<file path="src/rtl/gpr_wb_arbiter.sv">
// GPR write-port arbiter: merges the in-order ALU result path with a
// buffered load-return path into one registered write per cycle.
module gpr_wb_arbiter #(
    parameter int DEPTH      = 4,
    parameter int STARVE_MAX = 8
) (
    input  logic        CLK,
    input  logic        RST_N,
    input  logic        alu_valid,
    input  logic [4:0]  alu_reg,
    input  logic [31:0] alu_data,
    output logic        alu_stall,
    input  logic        ld_valid,
    output logic        ld_ready,
    input  logic [4:0]  ld_reg,
    input  logic [31:0] ld_data,
    output logic        RegWrite,
    output logic [4:0]  WriteReg,
    output logic [31:0] WriteData,
    output logic [31:0] pend_mask,
    output logic        order_err
);

    localparam int AW = $clog2(DEPTH);
    localparam int CW = $clog2(STARVE_MAX + 1);

    logic [4:0]       fifoReg  [DEPTH];
    logic [31:0]      fifoData [DEPTH];
    logic [DEPTH-1:0] entryValid;
    logic [AW-1:0]    wrPtr;
    logic [AW-1:0]    rdPtr;
    logic [AW:0]      count;
    logic [CW-1:0]    starveCnt;

    logic empty;
    logic full;
    logic aluHit;
    logic aluWin;
    logic pushEn;
    logic popEn;
    logic orderViol;

    assign empty     = (count == '0);
    assign full      = (count == (AW+1)'(DEPTH));
    assign ld_ready  = !full;
    assign alu_stall = (starveCnt >= CW'(STARVE_MAX));

    // A stalled ALU request is dropped; the FIFO owns the port then.
    assign aluHit    = alu_valid && (alu_reg != 5'd0);
    assign aluWin    = aluHit && !alu_stall;
    assign popEn     = !empty && !aluWin;
    assign pushEn    = ld_valid && !full && (ld_reg != 5'd0);
    assign orderViol = alu_valid && (alu_stall || pend_mask[alu_reg]);

    always_comb begin
        pend_mask = '0;
        for (int i = 0; i < DEPTH; i++) begin
            if (entryValid[i]) begin
                pend_mask[fifoReg[i]] = 1'b1;
            end
        end
        if (RegWrite) begin
            pend_mask[WriteReg] = 1'b1;
        end
        pend_mask[0] = 1'b0;
    end

    always_ff @(posedge CLK) begin
        if (pushEn) begin
            fifoReg[wrPtr]  <= ld_reg;
            fifoData[wrPtr] <= ld_data;
        end
    end

    always_ff @(posedge CLK or negedge RST_N) begin
        if (!RST_N) begin
            wrPtr      <= '0;
            rdPtr      <= '0;
            count      <= '0;
            entryValid <= '0;
        end else begin
            if (pushEn) begin
                wrPtr             <= wrPtr + AW'(1);
                entryValid[wrPtr] <= 1'b1;
            end
            if (popEn) begin
                rdPtr             <= rdPtr + AW'(1);
                entryValid[rdPtr] <= 1'b0;
            end
            unique case ({pushEn, popEn})
                2'b10:   count <= count + 1'b1;
                2'b01:   count <= count - 1'b1;
                default: count <= count;
            endcase
        end
    end

    always_ff @(posedge CLK or negedge RST_N) begin
        if (!RST_N) begin
            starveCnt <= '0;
        end else if (empty || popEn) begin
            starveCnt <= '0;
        end else if (starveCnt != CW'(STARVE_MAX)) begin
            starveCnt <= starveCnt + 1'b1;
        end
    end

    always_ff @(posedge CLK or negedge RST_N) begin
        if (!RST_N) begin
            RegWrite  <= 1'b0;
            WriteReg  <= '0;
            WriteData <= '0;
            order_err <= 1'b0;
        end else begin
            if (orderViol) begin
                order_err <= 1'b1;
            end
            if (aluWin) begin
                RegWrite  <= 1'b1;
                WriteReg  <= alu_reg;
                WriteData <= alu_data;
            end else if (popEn) begin
                RegWrite  <= 1'b1;
                WriteReg  <= fifoReg[rdPtr];
                WriteData <= fifoData[rdPtr];
            end else begin
                RegWrite  <= 1'b0;
            end
        end
    end

endmodule

</file>
<file path="config.mk">
export PLATFORM = sky130hd
export DESIGN_NAME = gpr_wb_arbiter
export DESIGN_NICKNAME = d
export VERILOG_FILES = /design/src/rtl/gpr_wb_arbiter.sv
export SDC_FILE = /design/constraint.sdc
export NUM_CORES = 1
export LEC_CHECK = 0
export BUFFER_PORTS_ARGS = -buffer_cell sky130_fd_sc_hd__buf_2
export CAP_MARGIN = 20
export CORE_UTILIZATION = 53
export CTS_BUF_LIST = sky130_fd_sc_hd__clkbuf_2 sky130_fd_sc_hd__clkbuf_4 sky130_fd_sc_hd__clkbuf_8
export DETAILED_ROUTE_END_ITERATION = 8
export MAX_ROUTING_LAYER = met4
export PLACE_DENSITY = 0.78
export SLEW_MARGIN = 20
export SYNTH_ARGS = -nofsm -noshare
export SYNTH_HDL_FRONTEND = slang
export SYNTH_SLANG_ARGS = --single-unit
</file>
<file path="constraint.sdc">
create_clock -name CLK -period 2.1 [get_ports CLK]
set_input_delay 0.21 -clock CLK [delete_from_list [all_inputs] [get_ports CLK]]
set_output_delay 0.21 -clock CLK [all_outputs]
set_load 0.05 [all_outputs]
</file>
==> metrics.txt, run 1 <==
status complete, but fails checks; failing checks negative setup slack; measured slew at the worst slew-check pin 696 ps; die width 136 um; Clock Sinks between 200 and 250; post-route cell area 0.0140 mm^2; Post-synth EDFFs approximately 150; FF-to-FF Start fifoReg[3][0]; CTS tree built; Initial DRC Count roughly 720; Syn Area/Cell about 14 um^2; placed cell areas 0.0113 mm^2; max cap viols 0; gr ovfl total 0; dpl hpwl 18.1 mm; Worst-path clk slew 60 ps; Setup CP Type reg2reg; Hold Crit Depth 4; Starting Density 54.7%; fin crit share 116%; Critical Path Sink order_err; vias in the first global route between 8000 and 9000; Critical Path Sink Type flop; capturing point of the worst reg2reg path order_err; setup violators final 32; syn nets between 700 and 800; maximum resistive drop on vdd about 0.97 mV; worst skew pair latency approximately 550 ps; DRC viols 0; Max Fclk 410 MHz; Final Hold Viols 0; clock root cell clkbuf_8; Core Rows 48; clock share of power 19.5%; drt via density ~6.3; via count between 8000 and 9000; setup repair after global routing missed its margin yes; Syn Inst Count 697; slack of the worst reg-to-reg path -340 ps; routability cong. approximately 1.0; Reg power frac between 30% and 40%; max-slew violations 0; final setup margin -337 ps; largest fanout on the critical path 5; average wire per cell in the routed design ~24 um; Final Util between 70% and 80%; Post-Route WL ~30 mm; die height between 100 and 150 um; CP Launch Point fifoReg[3][0]; switching pwr approximately 6.9 mW; sequential fraction of the synthesis area 60.6%; Most used DFF post-synth edfxtp_1; Logic pwr share a little under half; first-pass GRT wire length about 45 mm; Critical Path AT roughly 2900 ps; initial antenna violation count 1; DRT Pass-1 Iters 9; sw frac between 30% and 40%; Reg2Reg Depth 8; clock skew 22.3 ps; largest net degree at the start of global routing 70; final-stage net count ~1100; P_leak 5.37 nW; ANT nets after route 0; total track usage roughly 34%; Worst Hold Class in2reg; Yosys cell types 60; H-Tree Depth 1; Power per Cell Area 1260 mW/mm^2; share of layout cells above drive strength 1 between 40% and 50%; Setup TNS Final -7810 ps; Core ar. roughly 0.017 mm^2; clock buffer depth 3; number of synthesized register bits a little over 200; total CTS buffers 31; Netlist Area Pre-Place around 0.0096 mm^2; # IOs 151; CP Launch Type flop; yosys warns 0; port bufs approximately 150; CP required 2510 ps; Synth async-reset ratio 26.7%; Layout area overhead 46.0%; min Tclk post-route 2440 ps; die area around 0.019 mm^2; Pint roughly 11 mW; Worst slew margin between 50% and 60%
## layout make-up
class | count | area [um^2]
fill | 940 | 3510
tap | 225 | 282
multi-input combinational | 445 | 4140
inverter | 14 | 52.6
timing repair buffer | 357 | 3010
antenna | 1 | 2.50
clock buffer | 51 | 608
sequential | 202 | 5810
clock inverter | 7 | 61.3
## cells in the mapped netlist, types with 3 or more instances
library cell  count  area share [%]
a2bb2oi_1         4            0.37
and2_1            5            0.33
buf_2            13            0.68
clkbuf_1         19            0.75
dfrtp_1          54              14
edfxtp_1        148              46
ha_1             11             1.4
inv_1            14            0.55
mux2i_1          39             4.1
mux4_1            3            0.82
mux4_2           34             8.0
nand2_1          50             2.0
nand3_1          11            0.58
nand3b_1         20             1.6
nand3b_2          4            0.47
nor2_1           33             1.3
nor3_1            9            0.47
nor4_1           19             1.2
o21ai_0          39             2.0
o22ai_1          62             4.1
o41ai_1           3            0.27
or3_1            33             2.2
or3b_1           11             1.0
or3b_2            8            0.73
xnor2_1           5            0.46
xor2_1            3            0.27
## critical path, stage by stage, from the launching register on
cell and delay [ps]:
edfxtp_1 460, nand3b_1 310, buf_4 170, o22ai_1 110
or3_4 420, buf_6 130, a2111o_1 380, a211oi_2 200
a32oi_1 120
## layer usage
layer,vias to the layer above,part of all wire (%),track usage [%]
met2,556,50,55.3
met4,0,4.7,17.5
met3,134,7.7,5.22
met5,-,0,-
li1,3481,-,-
met1,4036,38,40.2
## stage by stage
| step | power [mW] | cells | setup WS (ps) | hold WS (ps) |
|---|---|---|---|---|
| 2_1_floorplan | 10.5 | 697 | -76.9 | -85.6 |
| 3_3_place_gp | 12.7 | 1119 | -43.4 | 234 |
| 3_5_place_dp | 12.8 | 1119 | -72.1 | 244 |
| 4_1_cts | 17.1 | 1283 | -249 | 21.7 |
| 5_1_grt | 18.3 | 1302 | -377 | 45.0 |
| 6_report | 17.6 | 1302 | -337 | 54.0 |
## cell families after synthesis
| family | count (synthesis) | share of synthesized area (%) |
|---|---|---|
| adders and majority gates | 12 | 1.65 |
| xor gates and xnor gates | 8 | 0.733 |
| buffers and inverters | 50 | 2.21 |
| other | 1 | 0.0392 |
| DFF | 202 | 60.6 |
| muxes | 77 | 13.0 |
| and+or+nand+nor | 222 | 13.4 |
| AOI/OAI and AO/OA | 125 | 8.31 |
## sequential cells by signal, indices dropped and copies added, names as in the netlist, 2 cells and up
register	cells
fifoData	128
WriteData	32
fifoReg	20
WriteReg	5
entryValid	4
starveCnt	4
count	3
rdPtr	2
wrPtr	2
## placed cells by master (no fill, tap or decap), drive strengths merged, types with 20 or more instances in the layout
cell type    count
buf            286
clkbuf          51
dfrtp           54
dlygate4sd3     71
edfxtp         148
mux2i           39
mux4            37
nand2           50
nand3b          24
nor2            34
nor4            20
o21ai           39
o22ai           62
or3             35
## power by group through the flow
stage	sequential, mW	clock [mW]	combinational [mW]
3_5_place_dp	6.04	0	6.80
3_3_place_gp	5.98	0	6.72
5_1_grt	6.12	3.65	8.53
4_1_cts	5.96	3.44	7.71
6_report	6.04	3.43	8.15
2_1_floorplan	6.80	0	3.72
## worst min path at each step
stage	from	to	slack (ps)
after global routing	alu_reg[2]	WriteReg[2]	50
after detailed placement	RST_N	WriteData[18]	240
after CTS	alu_reg[2]	WriteReg[2]	20
after floorplan	RST_N	RegWrite	-90
final	alu_reg[2]	WriteReg[2]	50
after global placement	RST_N	WriteData[19]	230
## what timing repair did
item | 4_1_cts | 5_1_grt
hold buffers | 71 | 0
hold endpoints to repair | 235 | 0
pin swaps | 34 | 26
buffers inserted | 36 | 18
gates resized for setup | 160 | 46
setup endpoints to repair | 31 | 32
No activity file was read; power rests on OpenSTA's default activity.
==> run 2: changes to the inputs <==
GPL_TIMING_DRIVEN = 0   (was unset)
==> run 2 against run 1 <==
Effect of this change:
- the run still ends with negative setup slack left
- largest cell class unchanged
- hold slack got worse by 42 ps
- via count down 3.6%
- non-clock buffer count shrank 44
- sequential power is 1% lower
- register-to-register slack improved by 230 ps
- critical endpoint is now pend_mask[12]
==> metrics.txt, run 2 (same netlist as run 1, synthesis figures left out) <==
fin crit share 112%; average wire per cell in the routed design approximately 24 um; P_leak around 5.1 nW; total track usage 33.5%; final-stage net count between 1000 and 1500; commonest cells after routing, fill and taps aside edfxtp_1 (148), buf_2 (118), dlygate4sd3_1 (70), buf_4 (58), nand2_1 (48); most common cell after layout, fill and taps aside edfxtp_1; share of layout cells above drive strength 1 between 40% and 50%; Top Registers fifoData (128), WriteData (32), fifoReg (20); clock root cell clkbuf_8; maximum resistive drop on vdd slightly below 1 mV; total CTS buffers 34; Layout area overhead 38.8%; vias in the first global route roughly 8000; Logic pwr share between 40 and 50%; Initial DRC Count approximately 900; H-Tree Depth 2; CP Launch Type flop; Power per Cell Area 1270 mW/mm^2; failing checks negative setup slack; Setup CP Type reg2out; clock skew between 20 and 25 ps; Core ar. between 0.015 and 0.02 mm^2; Reg power frac about a third; clock share of power between 20% and 30%; worst skew pair latency roughly 520 ps; measured slew at the worst slew-check pin between 800 and 900 ps; DP Worst Slack -505 ps; CP required roughly 1900 ps; final setup margin -256 ps; Inserted Diodes 0; Worst-path clk slew 90 ps; # IOs between 150 and 200; Pint 10.2 mW; CTS tree built; die area 0.0186 mm^2; max cap viols 0; drt via density roughly 6.3; routability cong. about 1.0; gr ovfl total 0; die height 136 um; port bufs ~150; Clock Sinks between 200 and 250; max reg flops around 130; largest fanout on the critical path 7; Core Rows between 40 and 50; Most flops, register fifoData; die width 136 um; setup repair after global routing missed its margin yes; clock buffer depth 3; Critical Path AT 2150 ps; min Tclk post-route ~2400 ps; via count between 7000 and 8000; setup violators final 32; Final Hold Viols 0; DRC viols 0; dpl hpwl around 17 mm; Post-Route WL between 20 and 30 mm; switching pwr slightly below 7 mW; first-pass GRT wire length between 40 and 50 mm; Worst Hold Class in2reg; DRT Pass-1 Iters 5; status complete, but fails checks; Starting Density 54.7%; Final Util approximately three quarters; max-slew violations 0; initial antenna violation count 0; Critical Path Sink Type output pin; Worst slew margin roughly 46%; largest net degree at the start of global routing 55; Max Fclk ~420 MHz; ANT nets after route 0; sw frac 40.0%
run 2: path summary, 6_finish.rpt:
check | start | end | slack (ps) | cells after the start
setup / recovery | fifoReg[3][4] | pend_mask[12] | -260 | 5
hold / removal | alu_valid | order_err | 10 | 3
setup reg to reg | fifoReg[3][4] | order_err | -110 | 6
hold reg to reg | count[0] | count[0] | 540 | 1
max in group asynchronous | RST_N | WriteReg[3] | 1180 | 2
min in group asynchronous | RST_N | WriteData[18] | 340 | 2
run 2: layer usage:
metal	routed length, um	vias to the layer above	global-route usage [%]
met5	0	-	-
met4	1300	0	15.5
met3	2690	138	6.11
met2	14300	544	52.4
met1	11300	3840	42.5
li1	-	3391	-
run 2: through the flow:
stage	instance area (um^2)	instances	setup TNS (ps)	hold slack, ps	power (mW)
final	13300	1258	-5970	12.2	16.9
after global routing	13300	1258	-6990	36.7	17.6
after CTS	12900	1239	-4650	11.0	16.5
after detailed placement	10700	1069	-6020	343	12.3
after global placement	10700	1069	-5660	411	12.2
after floorplan	9660	697	-98.4	-85.6	10.5
run 2: area by class of cell:
class / count / area, um^2
Buffer: 35 / 240
Clock buffer: 51 / 627
Clock inverter: 8 / 42.5
Fill cell: 1058 / 4200
Inverter: 14 / 52.6
Multi-Input combinational cell: 445 / 4060
Sequential cell: 202 / 5810
Tap cell: 225 / 282
Timing Repair Buffer: 278 / 2160
run 2: power by group through the flow:
stage                     clock network (mW)  registers [mW]  logic (mW)
after global placement                     0            5.93        6.22
after floorplan                            0            6.80        3.72
after global routing                    3.69            6.05        7.82
final                                   3.50            5.97        7.44
after CTS                               3.47            5.92        7.07
after detailed placement                   0            5.98        6.31
run 2: worst max-delay path, cell delays in order (launching register included):
cell	delay (ps)
edfxtp_1	560
buf_4	200
nand3b_1	190
o22ai_1	120
or3_1	410
buf_6	170
run 2: timing repair:
action                     4_1_cts  5_1_grt
hold endpoints to repair       234        0
cloned                           1        0
pin swaps                       22       19
setup endpoints to repair       57       36
buffers inserted                41       19
resized for setup              148       55
hold buffers                    70        0
==> run 3: changes to the inputs <==
SETUP_SLACK_MARGIN = 0.2   (was unset)
==> run 3 against run 2 <==
Effect of this change:
- the run still ends with negative setup slack left
- critical endpoint is now pend_mask[24]
- die area is the same
- cell area grew 2.6%
- critical path depth is the same
- total power grew 3.4%
- worst setup slack lost 100 ps
- combinational power grew 7.9%
- cell count grew 1.0%
- clock power shrank 2%
- register-to-register slack lost 210 ps
- clock skew shrank 8.5 ps
- maximum frequency shrank 4.1%
==> metrics.txt, run 3 (same netlist as run 1, synthesis figures left out) <==
status complete, but fails checks; failing checks negative setup slack; Setup CP Type reg2out; CP Launch Type flop; Critical Path AT about 2300 ps; maximum resistive drop on vdd around 0.88 mV; Worst Hold Class in2reg; Top Registers fifoData (128), WriteData (32), fifoReg (20); die height about 140 um; commonest cells after routing, fill and taps aside edfxtp_1 (148), buf_2 (118), dlygate4sd3_1 (74), buf_4 (59), nand2_1 (48); dpl hpwl 16.8 mm; Most flops, register fifoData; Layout area overhead 42.5%; largest fanout on the critical path 8; initial antenna violation count 0; DRC viols 0; FILL cells between 900 and 1000; total track usage 33.6%; vias in the first global route 8104; Worst slew margin between 40% and 50%; Reg2Reg Depth 9; placed cell areas 0.0107 mm^2; average wire per cell in the routed design about 25 um; Initial DRC Count ~1000; # IOs about 150; total CTS buffers 31; Multi-input gate area 0.00428 mm^2; Core Rows 48; fin crit share 117%; Max Fclk about 400 MHz; H-Tree Depth 1; setup violators final 32; clock skew roughly 16 ps; ANT nets after route 0; Inserted Diodes 0; worst skew pair latency 570 ps; via count roughly 8400; Core ar. approximately 0.017 mm^2; setup repair after global routing missed its margin yes; routability cong. 1.06; die width about 140 um; Final Hold Viols 0; max reg flops 128; Clock Sinks approximately 200; most common cell after layout, fill and taps aside edfxtp_1; max-slew violations 0; share of layout cells above drive strength 1 44.5%; clock buffer depth 3; die area between 0.015 and 0.02 mm^2; Setup TNS Final -8880 ps; P_leak ~5.2 nW; max cap viols 0; FF+latch area roughly 0.0058 mm^2; measured slew at the worst slew-check pin around 800 ps; port bufs approximately 150; clock root cell clkbuf_8; drt via density 6.59; Starting Density 54.7%; Worst-path clk slew about 60 ps; Design Power between 15 and 20 mW; Critical Path Sink Type output pin; Hold Crit Depth 3; largest net degree at the start of global routing 55; CP required between 1500 and 2000 ps; final-stage net count about 1100; slack of the worst reg-to-reg path -320 ps; gr ovfl total 0; CTS tree built; first-pass GRT wire length about 45 mm; DRT Pass-1 Iters 6; Post-Route WL ~32 mm; post-route cell area between 0.01 and 0.015 mm^2; Power per Cell Area approximately 1300 mW/mm^2; final setup margin -355 ps; min Tclk post-route 2460 ps
## run 3: changes by cell type in the layout (fill, tap and decap cells not counted), moves of 3 or more
cell and change:
buf_8 +3, clkbuf_1 -4, clkbuf_4 +6, clkbuf_8 -3, dlygate4sd3_1 +4, nand3_2 -5
nand3_4 +5, nor2_1 -3, nor2_2 +3, nor4_2 -3, nor4_4 +3, o22ai_1 -5
o22ai_4 +3
## run 3: report_power, final
part           leakage (nW)  internal, mW  switching [mW]
registers              1.99          5.34           0.689
logic                  2.83          3.14            4.89
clock network         0.354          1.86            1.57
total                  5.18          10.3            7.15
## run 3: repair_timing
item,CTS,global route
gates cloned,0,5
buffers inserted,42,23
pin swaps,22,32
endpoints found under the hold margin,238,0
hold buffers,74,0
gates resized for setup,167,96
setup endpoints to repair,224,211
## run 3: worst paths after layout
kind,startpoint,endpoint
worst min-delay path,alu_reg[1],WriteReg[1]
min in group asynchronous,RST_N,WriteData[5]
worst max register to register,fifoReg[3][1],order_err
worst min register to register,count[2],count[2]
worst max-delay path,fifoReg[3][2],pend_mask[24]
max in group asynchronous,RST_N,RegWrite
## run 3: routing by layer
layer	track usage, %	wire (um)	vias to the layer above
met2	54.1	15700	726
met5	-	0	-
met1	41.3	11300	4035
met4	15.6	1640	0
met3	6.23	3440	199
li1	-	-	3415
## run 3: critical path, stage by stage, from the launching register on
cell	delay, ps
edfxtp_1	590
buf_6	160
nand3b_1	210
o22ai_2	140
or3_4	410
buf_8	160
## run 3: stage by stage
stage | setup slack, ps | hold WS [ps] | cells | util, %
2_1_floorplan | -76.9 | -85.6 | 697 | -
3_3_place_gp | -422 | 412 | 1069 | 61.1
3_5_place_dp | -464 | 333 | 1069 | 61.1
4_1_cts | -237 | 13.1 | 1243 | 74.6
5_1_grt | -385 | 68.3 | 1271 | 78.0
6_report | -355 | 82.0 | 1271 | 78.0
## run 3: cell type report
| class | instances | share of cell area, % |
|---|---|---|
| Timing Repair Buffer | 286 | 16.6 |
| Buffer | 36 | 2.10 |
| Sequential cell | 202 | 42.6 |
| Inverter | 14 | 0.386 |
| Clock inverter | 11 | 0.661 |
| Multi-Input combinational cell | 450 | 31.4 |
| Tap cell | 225 | 2.07 |
| Clock buffer | 47 | 4.15 |
